File: src/rtl/alu_pkg.sv
// Shared definitions for the alu_unit execution unit: opcodes, FSM states and
// the combinational single-cycle result function.
package alu_pkg;

    localparam int OPCODE_WIDTH = 5;
    localparam int CALC_WIDTH   = 64;

    localparam logic [OPCODE_WIDTH-1:0] OP_AND   = 5'd1;
    localparam logic [OPCODE_WIDTH-1:0] OP_OR    = 5'd2;
    localparam logic [OPCODE_WIDTH-1:0] OP_XOR   = 5'd3;
    localparam logic [OPCODE_WIDTH-1:0] OP_ADD   = 5'd4;
    localparam logic [OPCODE_WIDTH-1:0] OP_SUB   = 5'd5;
    localparam logic [OPCODE_WIDTH-1:0] OP_SRL   = 5'd6;
    localparam logic [OPCODE_WIDTH-1:0] OP_SRA   = 5'd7;
    localparam logic [OPCODE_WIDTH-1:0] OP_SLL   = 5'd8;
    localparam logic [OPCODE_WIDTH-1:0] OP_LT    = 5'd9;
    localparam logic [OPCODE_WIDTH-1:0] OP_LTU   = 5'd10;
    localparam logic [OPCODE_WIDTH-1:0] OP_EQ    = 5'd11;
    localparam logic [OPCODE_WIDTH-1:0] OP_NE    = 5'd12;
    localparam logic [OPCODE_WIDTH-1:0] OP_GE    = 5'd13;
    localparam logic [OPCODE_WIDTH-1:0] OP_GEU   = 5'd14;
    localparam logic [OPCODE_WIDTH-1:0] OP_JALR  = 5'd15;
    localparam logic [OPCODE_WIDTH-1:0] OP_MUL   = 5'd16;
    localparam logic [OPCODE_WIDTH-1:0] OP_MULHU = 5'd17;

    typedef enum logic [1:0] {
        IDLE,
        BUSY,
        DONE
    } state_t;

    // Operands arrive sign-extended from xlen to CALC_WIDTH bits. Sign extension
    // preserves both signed and unsigned ordering, so only SRL needs the
    // zero-extended view; callers truncate the result back to xlen (xlen <= 64).
    function automatic logic [CALC_WIDTH-1:0] alu_single(
        input logic [OPCODE_WIDTH-1:0] op,
        input logic [CALC_WIDTH-1:0]   a,
        input logic [CALC_WIDTH-1:0]   b,
        input int                      xlen
    );
        logic [CALC_WIDTH-1:0] a_zext;
        logic [5:0]            sh;
        logic [CALC_WIDTH-1:0] r;
        sh     = {1'b0, b[4:0]};
        a_zext = a & ((CALC_WIDTH'(1) << xlen) - CALC_WIDTH'(1));
        case (op)
            OP_AND:  r = a & b;
            OP_OR:   r = a | b;
            OP_XOR:  r = a ^ b;
            OP_ADD:  r = a + b;
            OP_SUB:  r = a - b;
            OP_SRL:  r = a_zext >> sh;
            OP_SRA:  r = $signed(a) >>> sh;
            OP_SLL:  r = a << sh;
            OP_LT:   r = ($signed(a) < $signed(b)) ? '1 : '0;
            OP_LTU:  r = (a < b) ? '1 : '0;
            OP_EQ:   r = (a == b) ? '1 : '0;
            OP_NE:   r = (a != b) ? '1 : '0;
            OP_GE:   r = ($signed(a) >= $signed(b)) ? '1 : '0;
            OP_GEU:  r = (a >= b) ? '1 : '0;
            OP_JALR: r = (a + b) & ~CALC_WIDTH'(1);
            default: r = '0;
        endcase
        return r;
    endfunction

endpackage

File: src/rtl/alu_mul_iter.sv
// Iterative unsigned shift-add multiplier: one partial product per enabled
// cycle, XLEN steps from start to a valid 2*XLEN product.
module alu_mul_iter #(
    parameter int XLEN = 32
) (
    input  logic                clk_in,
    input  logic                rst_n_in,
    input  logic                rdy_in,
    input  logic                abort_in,
    input  logic                start_in,
    input  logic [XLEN-1:0]     a_in,
    input  logic [XLEN-1:0]     b_in,
    output logic                done_out,
    output logic                last_out,
    output logic [2*XLEN-1:0]   product_out
);

    localparam int PW    = 2 * XLEN;
    localparam int CNT_W = $clog2(XLEN + 1);

    logic [PW-1:0]    r_mcand;
    logic [XLEN-1:0]  r_mplier;
    logic [PW-1:0]    r_prod;
    logic [CNT_W-1:0] r_cnt;
    logic             r_busy;
    logic             r_done;

    always_ff @(posedge clk_in or negedge rst_n_in) begin
        if (!rst_n_in) begin
            r_mcand  <= '0;
            r_mplier <= '0;
            r_prod   <= '0;
            r_cnt    <= '0;
            r_busy   <= 1'b0;
            r_done   <= 1'b0;
        end else if (rdy_in) begin
            if (abort_in) begin
                r_cnt  <= '0;
                r_busy <= 1'b0;
                r_done <= 1'b0;
            end else if (start_in) begin
                r_mcand  <= PW'(a_in);
                r_mplier <= b_in;
                r_prod   <= '0;
                r_cnt    <= CNT_W'(XLEN);
                r_busy   <= 1'b1;
                r_done   <= 1'b0;
            end else if (r_busy) begin
                if (r_mplier[0]) r_prod <= r_prod + r_mcand;
                r_mcand  <= r_mcand << 1;
                r_mplier <= r_mplier >> 1;
                r_cnt    <= r_cnt - CNT_W'(1);
                if (r_cnt == CNT_W'(1)) begin
                    r_busy <= 1'b0;
                    r_done <= 1'b1;
                end
            end
        end
    end

    assign done_out    = r_done;
    assign last_out    = r_busy && (r_cnt == CNT_W'(1));
    assign product_out = r_prod;

endmodule

File: src/rtl/alu_unit.sv
// Execution unit between the reservation station and the CDB: input FIFO,
// single-cycle ALU, iterative multiplier and a held valid/grant result slot.
module alu_unit
    import alu_pkg::*;
#(
    parameter int XLEN       = 32,
    parameter int ROB_WIDTH  = 4,
    parameter int FIFO_DEPTH = 4
) (
    input  logic                    clk_in,
    input  logic                    rst_n_in,
    input  logic                    rdy_in,
    input  logic                    flush_in,
    input  logic                    cal_valid,
    output logic                    cal_ready,
    input  logic [OPCODE_WIDTH-1:0] opcode,
    input  logic [XLEN-1:0]         lhs,
    input  logic [XLEN-1:0]         rhs,
    input  logic [ROB_WIDTH-1:0]    tag,
    output logic                    done_out,
    output logic [XLEN-1:0]         result_out,
    output logic [ROB_WIDTH-1:0]    tag_out,
    input  logic                    grant_in
);

    localparam int PTR_W = $clog2(FIFO_DEPTH);
    localparam int CNT_W = PTR_W + 1;

    logic [OPCODE_WIDTH-1:0] r_op_mem  [FIFO_DEPTH];
    logic [XLEN-1:0]         r_lhs_mem [FIFO_DEPTH];
    logic [XLEN-1:0]         r_rhs_mem [FIFO_DEPTH];
    logic [ROB_WIDTH-1:0]    r_tag_mem [FIFO_DEPTH];
    logic [PTR_W-1:0]        r_wr_ptr;
    logic [PTR_W-1:0]        r_rd_ptr;
    logic [CNT_W-1:0]        r_count;

    state_t                  r_state;
    logic                    r_done;
    logic [XLEN-1:0]         r_result;
    logic [ROB_WIDTH-1:0]    r_tag;
    logic                    r_mul_hi;
    logic [ROB_WIDTH-1:0]    r_mul_tag;

    logic                    w_push;
    logic                    w_pop;
    logic                    w_flush;
    logic                    w_slot_free;
    logic [OPCODE_WIDTH-1:0] w_head_op;
    logic [XLEN-1:0]         w_head_lhs;
    logic [XLEN-1:0]         w_head_rhs;
    logic [ROB_WIDTH-1:0]    w_head_tag;
    logic                    w_head_is_mul;
    logic [XLEN-1:0]         w_alu_res;
    logic                    w_mul_done;
    logic                    w_mul_last;
    logic [2*XLEN-1:0]       w_product;

    assign cal_ready   = (r_count != CNT_W'(FIFO_DEPTH));
    assign w_flush     = rdy_in && flush_in;
    assign w_slot_free = !r_done || grant_in;
    assign w_push      = rdy_in && cal_valid && cal_ready && !flush_in;
    assign w_pop       = rdy_in && !flush_in && (r_state == IDLE)
                         && (r_count != '0) && w_slot_free;

    assign w_head_op     = r_op_mem[r_rd_ptr];
    assign w_head_lhs    = r_lhs_mem[r_rd_ptr];
    assign w_head_rhs    = r_rhs_mem[r_rd_ptr];
    assign w_head_tag    = r_tag_mem[r_rd_ptr];
    assign w_head_is_mul = (w_head_op == OP_MUL) || (w_head_op == OP_MULHU);
    assign w_alu_res     = XLEN'(alu_single(w_head_op,
                                            CALC_WIDTH'(signed'(w_head_lhs)),
                                            CALC_WIDTH'(signed'(w_head_rhs)),
                                            XLEN));

    // NOTE: payload storage has no reset; only pointers/count define validity,
    // so clearing the array would cost reset routing for no functional gain.
    always_ff @(posedge clk_in) begin
        if (w_push) begin
            r_op_mem[r_wr_ptr]  <= opcode;
            r_lhs_mem[r_wr_ptr] <= lhs;
            r_rhs_mem[r_wr_ptr] <= rhs;
            r_tag_mem[r_wr_ptr] <= tag;
        end
    end

    always_ff @(posedge clk_in or negedge rst_n_in) begin
        if (!rst_n_in) begin
            r_wr_ptr <= '0;
            r_rd_ptr <= '0;
            r_count  <= '0;
        end else if (rdy_in) begin
            if (flush_in) begin
                r_wr_ptr <= '0;
                r_rd_ptr <= '0;
                r_count  <= '0;
            end else begin
                if (w_push) r_wr_ptr <= r_wr_ptr + PTR_W'(1);
                if (w_pop)  r_rd_ptr <= r_rd_ptr + PTR_W'(1);
                r_count <= r_count + CNT_W'(w_push) - CNT_W'(w_pop);
            end
        end
    end

    alu_mul_iter #(
        .XLEN(XLEN)
    ) u_mul (
        .clk_in      (clk_in),
        .rst_n_in    (rst_n_in),
        .rdy_in      (rdy_in),
        .abort_in    (w_flush),
        .start_in    (w_pop && w_head_is_mul),
        .a_in        (w_head_lhs),
        .b_in        (w_head_rhs),
        .done_out    (w_mul_done),
        .last_out    (w_mul_last),
        .product_out (w_product)
    );

    always_ff @(posedge clk_in or negedge rst_n_in) begin
        if (!rst_n_in) begin
            r_state   <= IDLE;
            r_done    <= 1'b0;
            r_result  <= '0;
            r_tag     <= '0;
            r_mul_hi  <= 1'b0;
            r_mul_tag <= '0;
        end else if (rdy_in) begin
            if (flush_in) begin
                r_state <= IDLE;
                r_done  <= 1'b0;
            end else begin
                // NOTE: a result load later in this block overrides this clear;
                // the last non-blocking assignment to r_done wins at the edge.
                if (grant_in) r_done <= 1'b0;
                case (r_state)
                    IDLE: begin
                        if (w_pop) begin
                            if (w_head_is_mul) begin
                                r_mul_hi  <= (w_head_op == OP_MULHU);
                                r_mul_tag <= w_head_tag;
                                r_state   <= BUSY;
                            end else begin
                                r_done   <= 1'b1;
                                r_result <= w_alu_res;
                                r_tag    <= w_head_tag;
                            end
                        end
                    end
                    BUSY: begin
                        if (w_mul_last) r_state <= DONE;
                    end
                    DONE: begin
                        if (w_slot_free && w_mul_done) begin
                            r_done   <= 1'b1;
                            r_result <= r_mul_hi ? w_product[2*XLEN-1:XLEN]
                                                 : w_product[XLEN-1:0];
                            r_tag    <= r_mul_tag;
                            r_state  <= IDLE;
                        end
                    end
                    default: r_state <= IDLE;
                endcase
            end
        end
    end

    assign done_out   = r_done;
    assign result_out = r_result;
    assign tag_out    = r_tag;

endmodule

File: config.mk
export PLATFORM = sky130hd
export DESIGN_NAME = alu_unit
export DESIGN_NICKNAME = d
export VERILOG_FILES = /design/src/rtl/alu_pkg.sv /design/src/rtl/alu_mul_iter.sv /design/src/rtl/alu_unit.sv
export SDC_FILE = /design/constraint.sdc
export NUM_CORES = 1
export LEC_CHECK = 0
export ABC_AREA = 1
export BUFFER_PORTS_ARGS = -buffer_cell sky130_fd_sc_hd__buf_4
export CAP_MARGIN = 20
export CORE_MARGIN = 1.5
export CORE_UTILIZATION = 41
export DETAILED_ROUTE_END_ITERATION = 12
export HOLD_SLACK_MARGIN = 0.05
export PLACE_DENSITY = 0.67
export SYNTH_ARGS = -nofsm -noshare
export SYNTH_HDL_FRONTEND = slang
export SYNTH_SLANG_ARGS = --single-unit
File: constraint.sdc
create_clock -name clk_in -period 12.5 [get_ports clk_in]
set_input_delay 1.875 -clock clk_in [delete_from_list [all_inputs] [get_ports clk_in]]
set_output_delay 1.875 -clock clk_in [all_outputs]
set_load 0.005 [all_outputs]
# Word-level counts from Yosys, hierarchy flattened
# Memories as Yosys holds them, arrays and structs flattened.
# Cells that the tools add are included.
[totals]
register_bits = 219
latch_bits = 0
ram_bits = 292
rom_bits = 0
input_bits = 79
output_inout_bits = 38
word_cells = 155
n_memories = 4
[mem_list]
columns = ["memory", "depth", "word_bits", "rd", "rd_ports_with_merged_regs", "wr", "line_no", "rtl"]
rows = [
  ["r_lhs_mem", 4, 32, 1, 0, 1, "alu_unit.sv:30", "logic [XLEN-1:0] r_lhs_mem [FIFO_DEPTH];"],
  ["r_rhs_mem", 4, 32, 1, 0, 1, "alu_unit.sv:31", "logic [XLEN-1:0] r_rhs_mem [FIFO_DEPTH];"],
  ["r_op_mem", 4, 5, 1, 0, 1, "alu_unit.sv:29", "logic [OPCODE_WIDTH-1:0] r_op_mem [FIFO_DEPTH];"],
  ["r_tag_mem", 4, 4, 1, 0, 1, "alu_unit.sv:32", "logic [ROB_WIDTH-1:0] r_tag_mem [FIFO_DEPTH];"],
]
[classes]
add_sub_neg = 8
multipliers = 0
n_div = 0
order_cmp = 4
n_eq_ne = 30
shift = 3
mux = 53
n_bitwise = 5
n_reduce_logical = 33
[ops]
columns = ["cell", "n"]
rows = [
  ["32-bit one-hot mux with 15 select lines", 1],
  ["32-bit two-way mux", 12],
  ["64-bit two-way mux", 5],
  ["64-bit adder", 1],
  ["64-bit equality test", 1],
  ["64-bit >= comparator", 1],
  ["64-bit less-than comparator", 1],
  ["64-bit != test", 1],
  ["32-bit one-hot mux with 2 select lines", 1],
  ["64-bit by 5-bit left shift with 32-bit output", 1],
  ["5-bit by 4-bit equality test with 1-bit output (second input constant)", 8],
  ["32-bit adder", 1],
  ["32-bit AND", 1],
  ["32-bit >= comparator", 1],
  ["32-bit less-than comparator", 1],
  ["32-bit OR", 1],
  ["32-bit by 5-bit right shift with 32-bit output", 1],
  ["32-bit by 5-bit >>> shifter with 32-bit output", 1],
  ["32-bit subtractor", 1],
  ["32-bit bitwise XOR", 1],
  ["5-bit by 3-bit equality test with 1-bit output (second input constant)", 4],
  ["2-bit two-way mux", 9],
  ["6-bit two-way mux", 3],
  ["1-bit two-way mux", 15],
  ["other kinds (30)", 63],
]

# Longest topological paths before layout
[depth]
ltp_word = 8
depth_mapped = 35

# Cells and area by module
# Synthesis repeated with hierarchy kept, for this count alone.
[hier_totals]
cells_unflattened = 5428
area_unflattened_um2 = 37522.2
[by_module_without_submodules]
columns = ["mod", "instances", "cells_per_inst", "area_each_um2", "seq_area_each_um2"]
rows = [
  ["alu_unit", 1, 3377, 24589.8, 10044.6],
  ["alu_mul_iter", 1, 2051, 12932.4, 4204.0],
]

# Least setup slack after synthesis
# OpenSTA, ideal clock, no wires.
[synth_timing]
path_type = "input port to flip-flop"
startpoint = "in rdy_in"
endpoint = "mem r_lhs_mem[0][0] (enable)"
t_arrival_ps = 5433
slack_ps = 6562
stages = 5
path_buffers = 1
path_cell_list = "buf_2 > nand3_1 > nor2_1 > inv_1 > nor2_1"
[synth_via]
elab_chain_len = 5
[synth_rtl]
columns = ["element", "line_no", "rtl"]
rows = [
  ["from (decl)", "alu_unit.sv:12", "input logic rdy_in,"],
  ["1-bit logical AND (3 in series)", "alu_unit.sv:61", "assign w_push = rdy_in && cal_valid && cal_ready && !flush_in;"],
  ["1-bit two-way mux", "alu_unit.sv:78", "if (w_push) begin"],
  ["1-bit two-way mux (implied by the code)", "alu_unit.sv:80", "r_lhs_mem[r_wr_ptr] <= lhs;"],
  ["to (decl)", "alu_unit.sv:30", ""],
]
# Every way passes these cells.

# Worst setup path in the final report
[layout_timing]
startpoint = "reg r_rd_ptr[0]"
endpoint = "reg r_result[17] (netlist: result_out[17])"
[layout_via]
elab_chain_len = 7
[layout_rtl]
columns = ["element", "line_no", "rtl"]
rows = [
  ["from (decl)", "alu_unit.sv:34", "logic [PTR_W-1:0] r_rd_ptr;"],
  ["from (signal assigned)", "alu_unit.sv:98", "if (w_pop) r_rd_ptr <= r_rd_ptr + PTR_W'(1);"],
  ["memory 4 x 32 bit (on tied branches)", "--", ""],
  ["64-bit >= comparator (tied with other cells)", "alu_pkg.sv:60", "OP_GEU: r = (a >= b) ? '1 : '0;"],
  ["32-bit two-way mux (tied with other cells)", "alu_pkg.sv:60", ""],
  ["32-bit one-hot mux with 15 select lines", "alu_pkg.sv:46", "case (op)"],
  ["32-bit two-way mux", "alu_unit.sv:138", "if (w_head_is_mul) begin"],
  ["32-bit two-way mux", "alu_unit.sv:137", "if (w_pop) begin"],
  ["32-bit one-hot mux with 2 select lines", "alu_unit.sv:135", "case (r_state)"],
  ["to (signal assigned)", "alu_unit.sv:144", "r_result <= w_alu_res;"],
  ["to (signal assigned)", "alu_unit.sv:155", "r_result <= r_mul_hi ? w_product[2*XLEN-1:XLEN]"],
  ["to (decl)", "alu_unit.sv:39", "logic [XLEN-1:0] r_result;"],
]
# Several ways; a longest one is shown, not always the timed one. The select of a mux whose other input is x is not followed.
# A chain may end at the register's enable or synchronous reset.

==> impl_metrics.prom <==
# TYPE chip_impl_metric gauge
chip_impl_metric{name="cts-root-to-sink-buffers",unit=""} 3
chip_impl_metric{name="yosysUniqueCellTypes",unit=""} 63
chip_impl_metric{name="antenna-diode-count",unit=""} 0
chip_impl_info{name="run_status",value="complete, no violations"} 1
chip_impl_metric{name="overflow",unit=""} 0
chip_impl_info{name="critical_path_class",value="reg -> reg"} 1
chip_impl_metric{name="post-dp-hpwl",unit="mm"} 105.9
chip_impl_info{name="most_frequent_cell_on_critical_path",value="nand2_1"} 1
chip_impl_metric{name="synth_simple_gate_area_share",unit="%"} 29.30
chip_impl_metric{name="power",unit="mW"} 11.87
chip_impl_info{name="rsz0062_at_grt",value="no"} 1
chip_impl_metric{name="synth.mux.area_fraction",unit="%"} 0
chip_impl_metric{name="detailroute.via_count",unit=""} 33420
chip_impl_metric{name="power.ir.vdd_worst",unit="mV"} 0.2029
chip_impl_metric{name="syn-mean-instance-area",unit="sq um"} 7.423
chip_impl_metric{name="post-route-drc-count",unit=""} 0
chip_impl_metric{name="cts_hold_repair.buffers",unit=""} 0
chip_impl_metric{name="timing.critical_path.required",unit="ns"} 13.01
chip_impl_metric{name="maxCapViolCount",unit=""} 0
chip_impl_metric{name="worst_path_arrival_time",unit="ns"} 7.34
chip_impl_metric{name="layout_worst_path_cycle_share",unit="%"} 54.67
chip_impl_metric{name="synth-seq-cells",unit=""} 511
chip_impl_metric{name="grt_pass1_wl",unit="mm"} 205.0
chip_impl_info{name="synth_area_leader_cell",value="edfxtp_1"} 1
chip_impl_metric{name="final_hold_viol_count",unit=""} 0
chip_impl_metric{name="final_setup_violation_count",unit=""} 0
chip_impl_metric{name="post_synth_xor_area_fraction",unit="%"} 0.9478
chip_impl_metric{name="via_count_of_the_first_global_routing_pass",unit=""} 31610
chip_impl_metric{name="setup-tns-final",unit="ns"} 0
chip_impl_metric{name="routabilityCongestion",unit=""} 1.035
chip_impl_metric{name="synth-edff-count",unit=""} 292
chip_impl_metric{name="num-nets-final",unit=""} 4987
chip_impl_metric{name="internal-power",unit="mW"} 5.027
chip_impl_metric{name="share_clk_of_total_power",unit="%"} 13.9
chip_impl_metric{name="worstSkewPairLatency",unit="ns"} 0.71
chip_impl_info{name="tritoncts",value="built"} 1
chip_impl_info{name="holdCritPathClass",value="reg -> reg"} 1
chip_impl_metric{name="initial_core_util",unit="%"} 41.31
chip_impl_metric{name="global_route.usage.total",unit="%"} 31.58
chip_impl_metric{name="cellPowerDensity",unit="nW/um^2"} 309.4
chip_impl_metric{name="post_cts_resized",unit=""} 0
chip_impl_info{name="cts-root-buf",value="clkbuf_16"} 1
chip_impl_metric{name="chip_height",unit="microns"} 295.7
chip_impl_metric{name="h-tree-depth",unit=""} 2
chip_impl_metric{name="post_synth_inst_count",unit=""} 4731
chip_impl_metric{name="drc_violation_total_after_the_first_tritonroute_iteration",unit=""} 3666
chip_impl_metric{name="timing.clock.skew",unit="ns"} 0.09241
chip_impl_metric{name="power.switching_fraction",unit="%"} 57.66
chip_impl_metric{name="seq_power_share",unit="%"} 18.4
chip_impl_metric{name="via_per_inst",unit=""} 5.641
chip_impl_metric{name="synth_top_cell_area_share",unit="%"} 24.97
chip_impl_metric{name="slowest_delay",unit="ns"} 0.70
chip_impl_metric{name="syn2layout_area_growth",unit="%"} 9.303
chip_impl_info{name="ys_top_cells_by_area",value="edfxtp_1, dfrtp_1, nand2_1, nand3_1, ha_1"} 1
chip_impl_info{name="synth_top_family_by_area",value="simple AND/OR/NAND/NOR gates"} 1
chip_impl_metric{name="finalWirelength",unit="mm"} 138.6
chip_impl_metric{name="io_pins",unit=""} 117
chip_impl_metric{name="drt_first_pass_iters",unit=""} 7
chip_impl_metric{name="rows",unit=""} 107
chip_impl_metric{name="core",unit="sq um"} 85010
chip_impl_metric{name="timing.slew.headroom",unit="%"} 30.00
chip_impl_metric{name="final_period_minus_worst_setup_slack",unit="ns"} 6.834
chip_impl_metric{name="ff_latch_area",unit="sq um"} 14250
chip_impl_metric{name="fmax",unit="MHz"} 146.3
chip_impl_metric{name="synth_area_in_compound_gates",unit="%"} 14.27
chip_impl_info{name="critical_path.startpoint_type",value="register"} 1
chip_impl_metric{name="fillCellCount",unit=""} 8626
chip_impl_metric{name="post_cts.repair.setup_buffers",unit=""} 0
chip_impl_metric{name="path_buf_inv",unit=""} 7
chip_impl_metric{name="pwr-share-comb",unit="%"} 67.7
chip_impl_metric{name="numClockSinks",unit=""} 511
chip_impl_metric{name="io_buffer_count",unit=""} 116
chip_impl_metric{name="actual_transition_at_the_worst_max_transition_pin",unit="ns"} 1.046
chip_impl_metric{name="cts_buffers",unit=""} 56
chip_impl_info{name="cp_slowest_cell",value="buf_4"} 1
chip_impl_metric{name="power.switching",unit="mW"} 6.847
chip_impl_metric{name="fraction_of_final_layout_cells_sized_beyond_drive_strength_1",unit="%"} 7.490
chip_impl_metric{name="ys_async_sr_fraction",unit="%"} 42.86
chip_impl_metric{name="finalMaxSlewViolations",unit=""} 0
chip_impl_info{name="synth_ff_type",value="edfxtp_1"} 1
chip_impl_info{name="end_kind",value="register"} 1
chip_impl_metric{name="multi_input_comb_area",unit="sq um"} 17880
chip_impl_metric{name="clkSlewWorstSetupHoldPaths",unit="ns"} 0.06
chip_impl_metric{name="route.antenna.remaining_nets",unit=""} 0
chip_impl_metric{name="utilization",unit="%"} 45.15
chip_impl_metric{name="synth.cell_area",unit="sq um"} 35120
chip_impl_metric{name="grt_start_max_net_pins",unit=""} 132
chip_impl_metric{name="grt_antenna_before_repair",unit=""} 9
chip_impl_metric{name="crit_path_max_fanout",unit=""} 69
chip_impl_metric{name="route.detailed.wl_per_inst",unit="microns"} 23.40
chip_impl_metric{name="synth.yosys.warnings",unit=""} 0
chip_impl_metric{name="synth_adder_area_share",unit="%"} 6.271
chip_impl_metric{name="mappedNetlistNets",unit=""} 4983
chip_impl_metric{name="die_width",unit="microns"} 295.7
chip_impl_info{name="crit_family",value="buffers and inverters"} 1
chip_impl_metric{name="total_leakage_power",unit="nW"} 17.25
chip_impl_metric{name="synth-seq-area-share",unit="%"} 40.58
chip_impl_metric{name="die_area",unit="sq um"} 87410
[synth_stat cells (37+ instances only)]
cell and n:
a21oi_1 305, buf_2 80, clkbuf_1 66, dfrtp_1 219, edfxtp_1 292, ha_1 168
inv_1 481, nand2_1 1335, nand2_2 41, nand3_1 477, nand4_1 37, nor2_1 430
o21ai_0 327, o21ai_1 39, o22ai_1 45
[state kept, by name, summed over array words and instances, names as in the netlist]
register / cells
done_out: 1
r_count: 3
r_lhs_mem: 128
r_mul_hi: 1
r_mul_tag: 4
r_op_mem: 20
r_rd_ptr: 2
r_rhs_mem: 128
r_state: 2
r_tag_mem: 16
r_wr_ptr: 2
result_out: 32
tag_out: 4
u_mul.done_out: 1
u_mul.product_out: 64
u_mul.r_busy: 1
u_mul.r_cnt: 6
u_mul.r_mcand: 64
u_mul.r_mplier: 32
[cell usage in the layout (no fill, tap or decap), types with 11 or more instances in the layout]
cell type,count
a21o_1,11
a21oi_1,305
a31oi_1,24
a32oi_1,27
buf_4,145
clkbuf_1,20
clkbuf_16,57
dfrtp_1,217
edfxtp_1,292
ha_1,168
inv_1,479
inv_2,12
nand2_1,1334
nand2_2,42
nand3_1,477
nand4_1,37
nor2_1,425
nor2_4,13
nor3_1,33
o211ai_1,36
o21a_1,12
o21ai_0,327
o21ai_1,39
o21bai_1,15
o22ai_1,45
xnor2_1,13
xor2_1,25
[metrics by stage]
| step | instance area, sq um | hold WS, ns | cells | setup slack (ns) |
|---|---|---|---|---|
| floorplan | 35120 | 0.4479 | 4731 | 6.562 |
| global placement | 36560 | 0.4629 | 5820 | 5.955 |
| detailed placement | 36560 | 0.4678 | 5820 | 5.680 |
| CTS | 38360 | 0.4841 | 5923 | 5.630 |
| global route | 38380 | 0.5064 | 5924 | 5.120 |
| finish | 38380 | 0.4809 | 5924 | 5.666 |
[worst paths after layout]
kind / start / to / slack [ns] / cells past startpoint
min in group asynchronous: rst_n_in / u_mul.r_mplier[16] / 1.19 / 1
setup reg to reg: r_rd_ptr[0] / result_out[17] / 5.67 / 32
hold reg to reg: u_mul.r_mplier[26] / u_mul.r_mplier[26] / 0.48 / 2
setup / recovery: r_rd_ptr[0] / result_out[17] / 5.67 / 32
hold / removal: u_mul.r_mplier[26] / u_mul.r_mplier[26] / 0.48 / 2
max in group asynchronous: rst_n_in / r_rd_ptr[0] / 9.86 / 2
[routing by layer]
metal | routed length [microns] | GRT usage [%] | share of wire [%]
met1 | 59890 | 43.53 | 43
met2 | 61280 | 48.91 | 44
met3 | 9774 | 3.875 | 7.1
met4 | 7643 | 15.85 | 5.5
met5 | 28 | 0 | 0.020
[worst reg2reg max path, delay by kind of cell (launching register included)]
| family | cells | cell delay, ns |
|---|---|---|
| fa+ha+maj | 3 | 1.01 |
| simple gates | 17 | 1.92 |
| buf+inv | 7 | 2.12 |
| flops | 1 | 0.55 |
| compound gates | 5 | 1.07 |
[logic make-up (layout without fill, tap and decap cells)]
| group | count (synthesis) | in the layout |
|---|---|---|
| fa+ha+maj | 173 | 173 |
| flops | 511 | 511 |
| simple gates | 2424 | 2424 |
| compound gates | 886 | 886 |
| xor+xnor | 38 | 38 |
| buf+inv | 699 | 748 |
[power by group through the flow]
| stage | Sequential (mW) | Combinational, mW | Clock (mW) |
|---|---|---|---|
| after floorplan | 2.13 | 5.27 | 0 |
| after global placement | 2.21 | 7.81 | 0 |
| after detailed placement | 2.21 | 7.76 | 0 |
| after CTS | 2.18 | 7.80 | 1.68 |
| after global routing | 2.20 | 8.70 | 1.74 |
| final | 2.18 | 8.04 | 1.65 |
[final cells by class]
type	count	area share (%)
clock inverter	20	0.5672
timing repair buffer	148	2.979
clock buffer	83	4.127
inverter	497	4.883
tap	1144	3.729
multi-input combinational	3521	46.58
sequential	511	37.14
(Power assumes the default switching activity.)
